## config.mk

```make
export PLATFORM = sky130hd
export DESIGN_NAME = alu_rr_scheduler
export DESIGN_NICKNAME = d
export VERILOG_FILES = /design/src/rtl/alu_rr_scheduler.sv
export SDC_FILE = /design/constraint.sdc
export NUM_CORES = 1
export LEC_CHECK = 0
export CAP_MARGIN = 5
export CORE_UTILIZATION = 37
export DETAILED_ROUTE_END_ITERATION = 8
export MAX_ROUTING_LAYER = met4
export PLACE_DENSITY = 0.79
export SKIP_CTS_REPAIR_TIMING = 1
export SLEW_MARGIN = 20
export SYNTH_ARGS = -nofsm -noshare
export SYNTH_HDL_FRONTEND = slang
export SYNTH_SLANG_ARGS = --single-unit
```

## constraint.sdc

```tcl
create_clock -name clk -period 2.6 [get_ports clk]
set_input_delay 0.78 -clock clk [delete_from_list [all_inputs] [get_ports clk]]
set_output_delay 0.78 -clock clk [all_outputs]
set_load 0.005 [all_outputs]
```

## src/rtl/alu_rr_scheduler.sv

```systemverilog
// Two-requester round-robin front end for one shared combinational ALU.
// Each accepted operation runs through one EXEC cycle and is then held in RESP until the consumer takes it.
module alu_rr_scheduler #(
  parameter int DATA_W = 8,
  parameter int SEL_W  = 4,
  parameter int FLAG_W = 4
) (
  input  logic              clk,
  input  logic              rst,
  input  logic              req0_valid,
  output logic              req0_ready,
  input  logic [DATA_W-1:0] req0_a,
  input  logic [DATA_W-1:0] req0_b,
  input  logic [SEL_W-1:0]  req0_sel,
  input  logic              req1_valid,
  output logic              req1_ready,
  input  logic [DATA_W-1:0] req1_a,
  input  logic [DATA_W-1:0] req1_b,
  input  logic [SEL_W-1:0]  req1_sel,
  output logic [DATA_W-1:0] alu_operand_A,
  output logic [DATA_W-1:0] alu_operand_B,
  output logic [SEL_W-1:0]  alu_Sel,
  input  logic [DATA_W-1:0] alu_Out,
  input  logic [FLAG_W-1:0] alu_Flag,
  output logic              rsp_valid,
  input  logic              rsp_ready,
  output logic [DATA_W-1:0] rsp_out,
  output logic [FLAG_W-1:0] rsp_flag,
  output logic              rsp_id
);

  localparam logic [1:0] IDLE = 2'd0;
  localparam logic [1:0] EXEC = 2'd1;
  localparam logic [1:0] RESP = 2'd2;

  logic [1:0] state;
  logic       last_grant;
  logic       grant_id;
  logic       in_idle;
  logic       accept;

  // On a tie, the requester that did not win last time is granted.
  always_comb begin
    grant_id = 1'b0;
    if (req0_valid && req1_valid) begin
      grant_id = ~last_grant;
    end else if (req1_valid) begin
      grant_id = 1'b1;
    end
  end

  assign in_idle    = (state == IDLE) && !rst;
  assign req0_ready = in_idle && req0_valid && (grant_id == 1'b0);
  assign req1_ready = in_idle && req1_valid && (grant_id == 1'b1);
  assign accept     = req0_ready || req1_ready;

  always_ff @(posedge clk) begin
    if (rst) begin
      state         <= IDLE;
      last_grant    <= 1'b1;
      alu_operand_A <= '0;
      alu_operand_B <= '0;
      alu_Sel       <= '0;
      rsp_valid     <= 1'b0;
      rsp_out       <= '0;
      rsp_flag      <= '0;
      rsp_id        <= 1'b0;
    end else begin
      case (state)
        IDLE: begin
          if (accept) begin
            alu_operand_A <= grant_id ? req1_a   : req0_a;
            alu_operand_B <= grant_id ? req1_b   : req0_b;
            alu_Sel       <= grant_id ? req1_sel : req0_sel;
            rsp_id        <= grant_id;
            last_grant    <= grant_id;
            state         <= EXEC;
          end
        end
        EXEC: begin
          rsp_out   <= alu_Out;
          rsp_flag  <= alu_Flag;
          rsp_valid <= 1'b1;
          state     <= RESP;
        end
        RESP: begin
          if (rsp_ready) begin
            rsp_valid <= 1'b0;
            state     <= IDLE;
          end
        end
        default: begin
          rsp_valid <= 1'b0;
          state     <= IDLE;
        end
      endcase
    end
  end

endmodule

```

==> flow_summary_export.csv, run 1 <==
group,metric,value,unit
sta,min_period_over_period,0.950,
cts,clockRootBuffer,"clkbuf_8",
sta,worst_slew_pin_slew,0.917,ns
setup_path,cp_max_fo,2,
floorplan,dieWidth,67.3,µm
synth,synth-seq-cells,37,
sta,drv_slew,0,
power_and_ir_drop,ir_worst_vdd,0.000274,V
synth,avgSynthCellArea,8.04,µm²
detailed_routing,avgViaCountPerCell,5.26,
sta,fmax,0.405,GHz
synth,synth-edff-count,0,
synth,ys_warn_count,0,
power_and_ir_drop,leakagePower,0.955,nW
cts,clock_latency,0.29,ns
synth,syn_inst,196,
setup_path,slowest_stage,"or3b_4",
synth,synth_area,0.00158,mm²
global_routing,grt_pass1_vias,1613,
final_layout,fill_cells,364,
detailed_routing,vias,1769,
detailed_routing,drt_first_iter_violations,86,
final_layout,syn_to_final_growth,68.8,%
final_layout,finalCoreUtilization,0.655,
floorplan,num_rows,23,
power_and_ir_drop,p_total,1.50,mW
floorplan,core-area,0.00406,mm²
final_layout,fin_nets,342,
sta,fin_crit,2.47,ns
detailed_routing,wire_per_inst,14.4,µm
sta,setup_viol,0,
sta,rsz0062_at_grt,"no",
cts,htree_levels,2,
final_layout,mostFrequentLayoutCells,"clkdlybuf4s50_1 (88), dfxtp_1 (37), a21oi_1 (34)",
final_layout,layout.cells.non_filler,336,
final_layout,drive_above_1_share,0.0909,
setup_path,cp_cell_sequence,"dlymetal6s2s_1 -> or3b_4 -> a21o_1 -> nor2_2 -> clkbuf_2",
floorplan,die_y,67.3,µm
synth,yosysTopAreaCellShare,0.470,
synth,syn_nets,253,
setup_path,worstSetupPathType,"primary input to output pin",
detailed_routing,wl,4840,µm
setup_path,crit_path_max_incr_delay,0.38,ns
run,maxCapViolCount,0,
sta,finClkSkew,0.00919,ns
power_and_ir_drop,p_per_area,563,mW/mm²
synth,synth-main-ff-cell,"dfxtp_1",
placement,numPortBuffers,92,
detailed_routing,firstDrtPassIters,4,
setup_path,end_kind,"output pin",
placement,dp.cells,328,
cts,clkTransAtPathRegs,0.07,ns
placement,hpwl,3390,µm
setup_path,worstPathArrival,1.69,ns
cts,cts_sinks,37,
detailed_routing,drc_errors,0,
cts,cts_tree,"built",
global_routing,antenna_found_initial,0,
detailed_routing,ant_nets,0,
final_layout,antenna_cells,0,
cts,cts_buffers,5,
synth,ys_seq_area_frac,0.470,
synth,synth_top_area_cell,"dfxtp_1",
global_routing,grt_pass1_wl,7560,µm
synth,synth_cell_types,17,
setup_path,cp_data_required_time,1.82,ns
cts,cts_buffer_depth,2,
final_layout,final_common_cell,"clkdlybuf4s50_1",
setup_path,startpoint_type,"primary input",
floorplan,initial_utilization,0.388,
synth,ys_top_cells_by_area,"dfxtp_1 (47%), a21oi_1 (11%), a211oi_1 (9.5%)",
global_routing,grt_max_degree,23,
floorplan,die_area,0.00452,mm²
worst_hold_path,holdCritPathClass,"flop to flop",
sta,final_hold_viol_count,0,
run_status,status,"completed",
synth,async_flop_share,0,
global_routing,gr-usage-all-layers,0.232,
sta,max_slew_margin,0.388,
placement,gp_congestion,0.707,
floorplan,num_io_pins,93,
global_routing,grt-ovfl-total,0,
## Yosys cell counts (2+ instances only)
cell type and instances:
a211oi_1 20, a21oi_1 34, buf_2 3, clkbuf_1 16, dfxtp_1 37, nand2_1 26
nor2_1 7, nor2b_1 3, nor3_1 22, nor4_1 20, or3b_1 2
## logic make-up (layout without fill, tap and decap cells)
kind of cell,Yosys count,after routing,synth area share
AND/OR/NAND/NOR,82,82,0.259
buffers and inverters,21,111,0.0572
AO/OA/AOI/OAI,56,56,0.214
flip-flops,37,37,0.470
## sequential cells by signal, indices dropped and copies added (netlist names)
register / flops
alu_Sel: 4
alu_operand_A: 8
rsp_id: 1
rsp_flag: 4
rsp_valid: 1
alu_operand_B: 8
rsp_out: 8
state: 2
last_grant: 1
## critical path, delay by kind of cell
kind | cells | cell delay [ns]
compound gates | 1 | 0.18
simple gates | 2 | 0.50
buf+inv | 2 | 0.22
## final timing paths
path	startpoint	cells after the start	endpoint	slack, ns
max	req1_valid	5	req1_ready	0.13
min reg2reg	rsp_out[1]	2	rsp_out[1]	0.45
max reg2reg	state[0]	3	rsp_out[0]	1.05
min	rsp_out[1]	2	rsp_out[1]	0.45
## layout make-up
cell class | instances | area (µm²) | share of cell area
repair buffers | 103 | 1000 | 0.377
multi-input cells | 138 | 757 | 0.285
flip-flops and latches | 37 | 741 | 0.279
clock buffers | 6 | 82.6 | 0.0311
well taps | 50 | 62.6 | 0.0235
clock inverters | 2 | 13.8 | 0.00518
## power breakdown
| part | switching (mW) | leakage, nW | internal (mW) | total (mW) |
|---|---|---|---|---|
| registers | 0.0378 | 0.306 | 0.626 | 0.664 |
| logic | 0.169 | 0.598 | 0.244 | 0.413 |
| clock network | 0.205 | 0.0512 | 0.215 | 0.420 |
## per-stage QoR
step                      setup TNS, ns  hold slack [ns]  instance area (µm²)  setup WS (ns)
after floorplan                       0            0.453                 1580          0.224
after global placement            -1.17            0.441                 2550         -0.623
after detailed placement          -1.17            0.445                 2550         -0.606
after CTS                         -1.19            0.455                 2650         -0.632
after global routing                  0            0.474                 2660         0.0784
final                                 0            0.454                 2660          0.131
## layer usage
layer  vias up  track usage  part of all wire
met1       789        0.278              0.45
met5         -            -                 0
met4         0        0.109             0.023
met2        71        0.370              0.45
met3        11       0.0456             0.069
li1        898            -                 -
Power figures use the tool's default switching activity.
==> inputs of run 2 (changes only) <==
Settings changed: CORE_UTILIZATION 37 to 61, DONT_BUFFER_PORTS from default to 1, PLACE_DENSITY 0.79 to 0.77.
==> flow_summary_export.csv, run 2 (synthesis gave the netlist of run 1 again) <==
group,metric,value,unit
sta,setup_viol,0,
power_and_ir_drop,combPwrFrac,0.161,
detailed_routing,vias,1420,
floorplan,die_area,0.00279,mm²
cts,clkTransAtPathRegs,0.10,ns
final_layout,mostFrequentLayoutCells,"dfxtp_1 (37), a21oi_1 (34), nand2_1 (26)",
final_layout,fill_cells,211,
final_layout,design_area,0.00162,mm²
floorplan,num_rows,18,
floorplan,core-area,0.00245,mm²
setup_path,cpLargestDelayFamily,"simple AND/OR/NAND/NOR gates",
floorplan,initial_utilization,0.642,
cts,clock_latency,0.33,ns
final_layout,antenna_cells,0,
detailed_routing,wl,3780,µm
final_layout,reg_top3,"alu_operand_A (8), alu_operand_B (8), rsp_out (8)",
sta,setup_ws,0.399,ns
detailed_routing,drc_errors,0,
global_routing,grt_pass1_wl,5610,µm
placement,gp_congestion,0.700,
setup_path,worstPathArrival,1.42,ns
sta,drv_slew,0,
floorplan,num_io_pins,93,
placement,place_area,0.00156,mm²
global_routing,grt_max_degree,40,
sta,rsz0062_at_grt,"no",
floorplan,dieWidth,52.8,µm
final_layout,syn_to_final_growth,2.54,%
global_routing,antenna_found_initial,0,
placement,hpwl,2580,µm
cts,htree_levels,2,
sta,fmax,0.454,GHz
setup_path,crit_path_max_incr_delay,0.35,ns
final_layout,fin_nets,244,
global_routing,grt-ovfl-total,0,
detailed_routing,ant_nets,0,
floorplan,die_y,52.8,µm
power_and_ir_drop,leakagePower,0.534,nW
cts,cts_tree,"built",
global_routing,grt_pass1_vias,1235,
run_status,status,"completed",
power_and_ir_drop,internal_power,0.829,mW
final_layout,drive_above_1_share,0.0642,
placement,numPortBuffers,0,
sta,fin_crit,2.20,ns
placement,pre_cts_ws,0.397,ns
cts,cts_buffers,5,
worst_hold_path,holdCritPathClass,"flop to flop",
setup_path,slowest_stage,"or3b_1",
final_layout,final_common_cell,"dfxtp_1",
setup_path,end_kind,"output pin",
detailed_routing,wire_per_inst,17.4,µm
sta,max_slew_margin,0.426,
cts,cts_sinks,37,
power_and_ir_drop,p_per_area,721,mW/mm²
power_and_ir_drop,clock_power_share,0.260,
cts,clockRootBuffer,"clkbuf_4",
sta,min_period_over_period,0.847,
final_layout,layout.cells.non_filler,217,
detailed_routing,drt_first_iter_violations,29,
power_and_ir_drop,switchingPower,0.334,mW
detailed_routing,avgViaCountPerCell,6.54,
sta,finalSetupTns,0,ns
sta,finClkSkew,0.00417,ns
detailed_routing,firstDrtPassIters,6,
placement,dp.cells,210,
global_routing,gr-usage-all-layers,0.287,
cts,cts_buffer_depth,2,
setup_path,startpoint_type,"primary input",
setup_path,worstSetupPathType,"primary input to output pin",
setup_path,cp_cell_sequence,"or3b_1 -> nor3_1",
sta,final_hold_viol_count,0,
power_and_ir_drop,power_frac_seq,0.580,
sta,worst_slew_pin_slew,0.859,ns
setup_path,cp_max_fo,23,
sta,holdWs,0.473,ns
run,maxCapViolCount,0,
setup_path,crit_buf_inv,0,
power_and_ir_drop,ir_worst_vdd,0.000472,V
power_and_ir_drop,p_sw_frac,0.287,
setup_path,cp_data_required_time,1.82,ns
run 2: cell types whose count changed in the layout (fill, tap and decap cells not counted), moves of 2 or more:
| cell | before | now |
|---|---|---|
| clkdlybuf4s50_1 | 88 | 0 |
| clkbuf_8 | 6 | 1 |
| buf_4 | 10 | 5 |
| dlymetal6s2s_1 | 2 | 0 |
| or3b_4 | 2 | 0 |
| or3b_1 | 0 | 2 |
| clkbuf_4 | 0 | 5 |
run 2: final timing paths:
check / startpoint / end / slack [ns] / cells past startpoint
worst max-delay path: req0_valid / req0_ready / 0.40 / 2
worst min-delay path: rsp_flag[2] / rsp_flag[2] / 0.47 / 2
worst max register to register: state[0] / alu_operand_A[2] / 0.93 / 4
worst min register to register: rsp_flag[2] / rsp_flag[2] / 0.47 / 2
run 2: per-stage QoR:
stage / utilization / power (mW)
3_5_place_dp: 0.636 / 0.875
4_1_cts: 0.658 / 1.17
6_report: 0.658 / 1.16
2_1_floorplan: - / 0.843
5_1_grt: 0.658 / 1.22
3_3_place_gp: 0.636 / 0.862
run 2: power by group through the flow:
stage | Clock (mW) | Combinational (mW) | Sequential [mW]
after floorplan | 0 | 0.169 | 0.675
after global placement | 0 | 0.176 | 0.686
after detailed placement | 0 | 0.187 | 0.688
after CTS | 0.307 | 0.187 | 0.675
after global routing | 0.332 | 0.209 | 0.683
final | 0.302 | 0.187 | 0.675
run 2: worst min-delay path, stage by stage (launching register included):
cell	delay [ns]
dfxtp_1	0.33
nand2_1	0.05
a21oi_1	0.05
run 2: cell type report:
cell class	instances	area [µm²]	area share
Timing Repair Buffer	5	37.5	0.0232
Clock buffer	7	55.1	0.0341
Tap cell	30	37.5	0.0232
Sequential cell	37	741	0.459
Multi-Input combinational cell	138	744	0.461
run 2: layer usage:
| metal | track usage | up-vias | share of wire |
|---|---|---|---|
| met4 | 0.101 | 0 | 0.010 |
| met3 | 0.116 | 6 | 0.090 |
| li1 | - | 702 | - |
| met5 | - | - | 0 |
| met2 | 0.481 | 59 | 0.50 |
| met1 | 0.304 | 653 | 0.40 |
==> patch (flow settings as in run 1) <==
Reset style: asynchronous (`rst`), changed in one clocked block.
--- a/src/rtl/alu_rr_scheduler.sv
+++ b/src/rtl/alu_rr_scheduler.sv
@@ -54,7 +54,7 @@
   assign req1_ready = in_idle && req1_valid && (grant_id == 1'b1);
   assign accept     = req0_ready || req1_ready;
 
-  always_ff @(posedge clk) begin
+  always_ff @(posedge clk or posedge rst) begin
     if (rst) begin
       state         <= IDLE;
       last_grant    <= 1'b1;
Formal check against the unedited RTL: differs if rst is asserted again (counterexample within 4 cycles, from zero or initial values and one cycle with rst high); with rst held inactive, the same outputs for 10 cycles.
==> patch against run 1 <==
The flow now finishes with violations (DRC); largest cell class unchanged; non-clock buffer count increased by 2; area after synthesis is 10% higher; core utilization is 1.3 points lower; sequential cell count unchanged; routed wire length fell by 5.8%; hold slack better by 0.046 ns; register-to-register slack worse by 0.11 ns; setup slack got worse by 0.097 ns; cell count is 19% lower; via count shrank 19%; design area rose by 7.4%.
Power is not compared: it rests on default switching activity, and its combinational part moved more than twofold at a synthesized area within 25%.
==> patch: results (changes against run 1) <==
Logic inverters=2 (was 0); pin count of the biggest net entering global routing=24 (was 23); failing checks=DRC; post-synthesis instance total=118 (was 196); sequential standard cell area=927 um^2 (was 741 um^2); wire length on met1=1.81 mm (was 2.20 mm); fmax=0.390 GHz (was 0.405 GHz); Iter 0 DRT Violations=45 (was 86); # nets final=276 (was 342); Die Span X=70.5 um (was 67.3 um); DR pass1 iterations=6 (was 4); non-clock buffer count=105 (was 103); CP Max Fanout=3 (was 2); flop-to-flop setup slack=0.94 ns (was 1.05 ns); number of global-route vias before repair=1520 (was 1613); met1 GRT Util=21.7% (was 27.8%); CP Data Arrival Time=1.79 ns (was 1.69 ns); All-Layer GR Usage=19.6% (was 23.2%); hold_ws=0.500 ns (was 0.454 ns); Remaining DRCs=18 (was 0); slowest cell delay on critical path=0.50 ns (was 0.38 ns); met3 Resource Use GR=5.05% (was 4.56%); first-pass GRT wire length=7.20 mm (was 7.56 mm); ClkCell Share=3.20% (was 3.62%); fraction of area in multi-input gates=25.7% (was 28.5%); status=complete, but fails checks (was finished clean)
patch: cell types whose count changed in the layout (fill, tap and decap cells not counted), sizes merged, moves of 20 or more:
cell	run 1	this run
nor3	22	2
a21oi	34	0
nor4	20	0
a2bb2oi	0	20
o32ai	0	20
dfxtp	37	0
dfrtp	0	36
nand2	26	1
a211oi	20	0
patch: worst paths after layout:
| path | from | depth (start not counted) | end |
|---|---|---|---|
| max in group asynchronous | rst | 4 | alu_operand_B[4] |
| worst max-delay path | req1_valid | 4 | req1_ready |
| worst min register to register | rsp_valid | 1 | rsp_valid |
| worst max register to register | state[0] | 5 | alu_operand_B[3] |
| worst min-delay path | rsp_valid | 1 | rsp_valid |
| min in group asynchronous | rst | 4 | rsp_id |
patch: cell families after synthesis:
family          count (synthesis)  synth area share, %
compound gates                 46                 29.7
flops                          37                 53.5
buf+inv                        13                 5.05
mux                            12                 7.79
simple gates                   10                 3.97
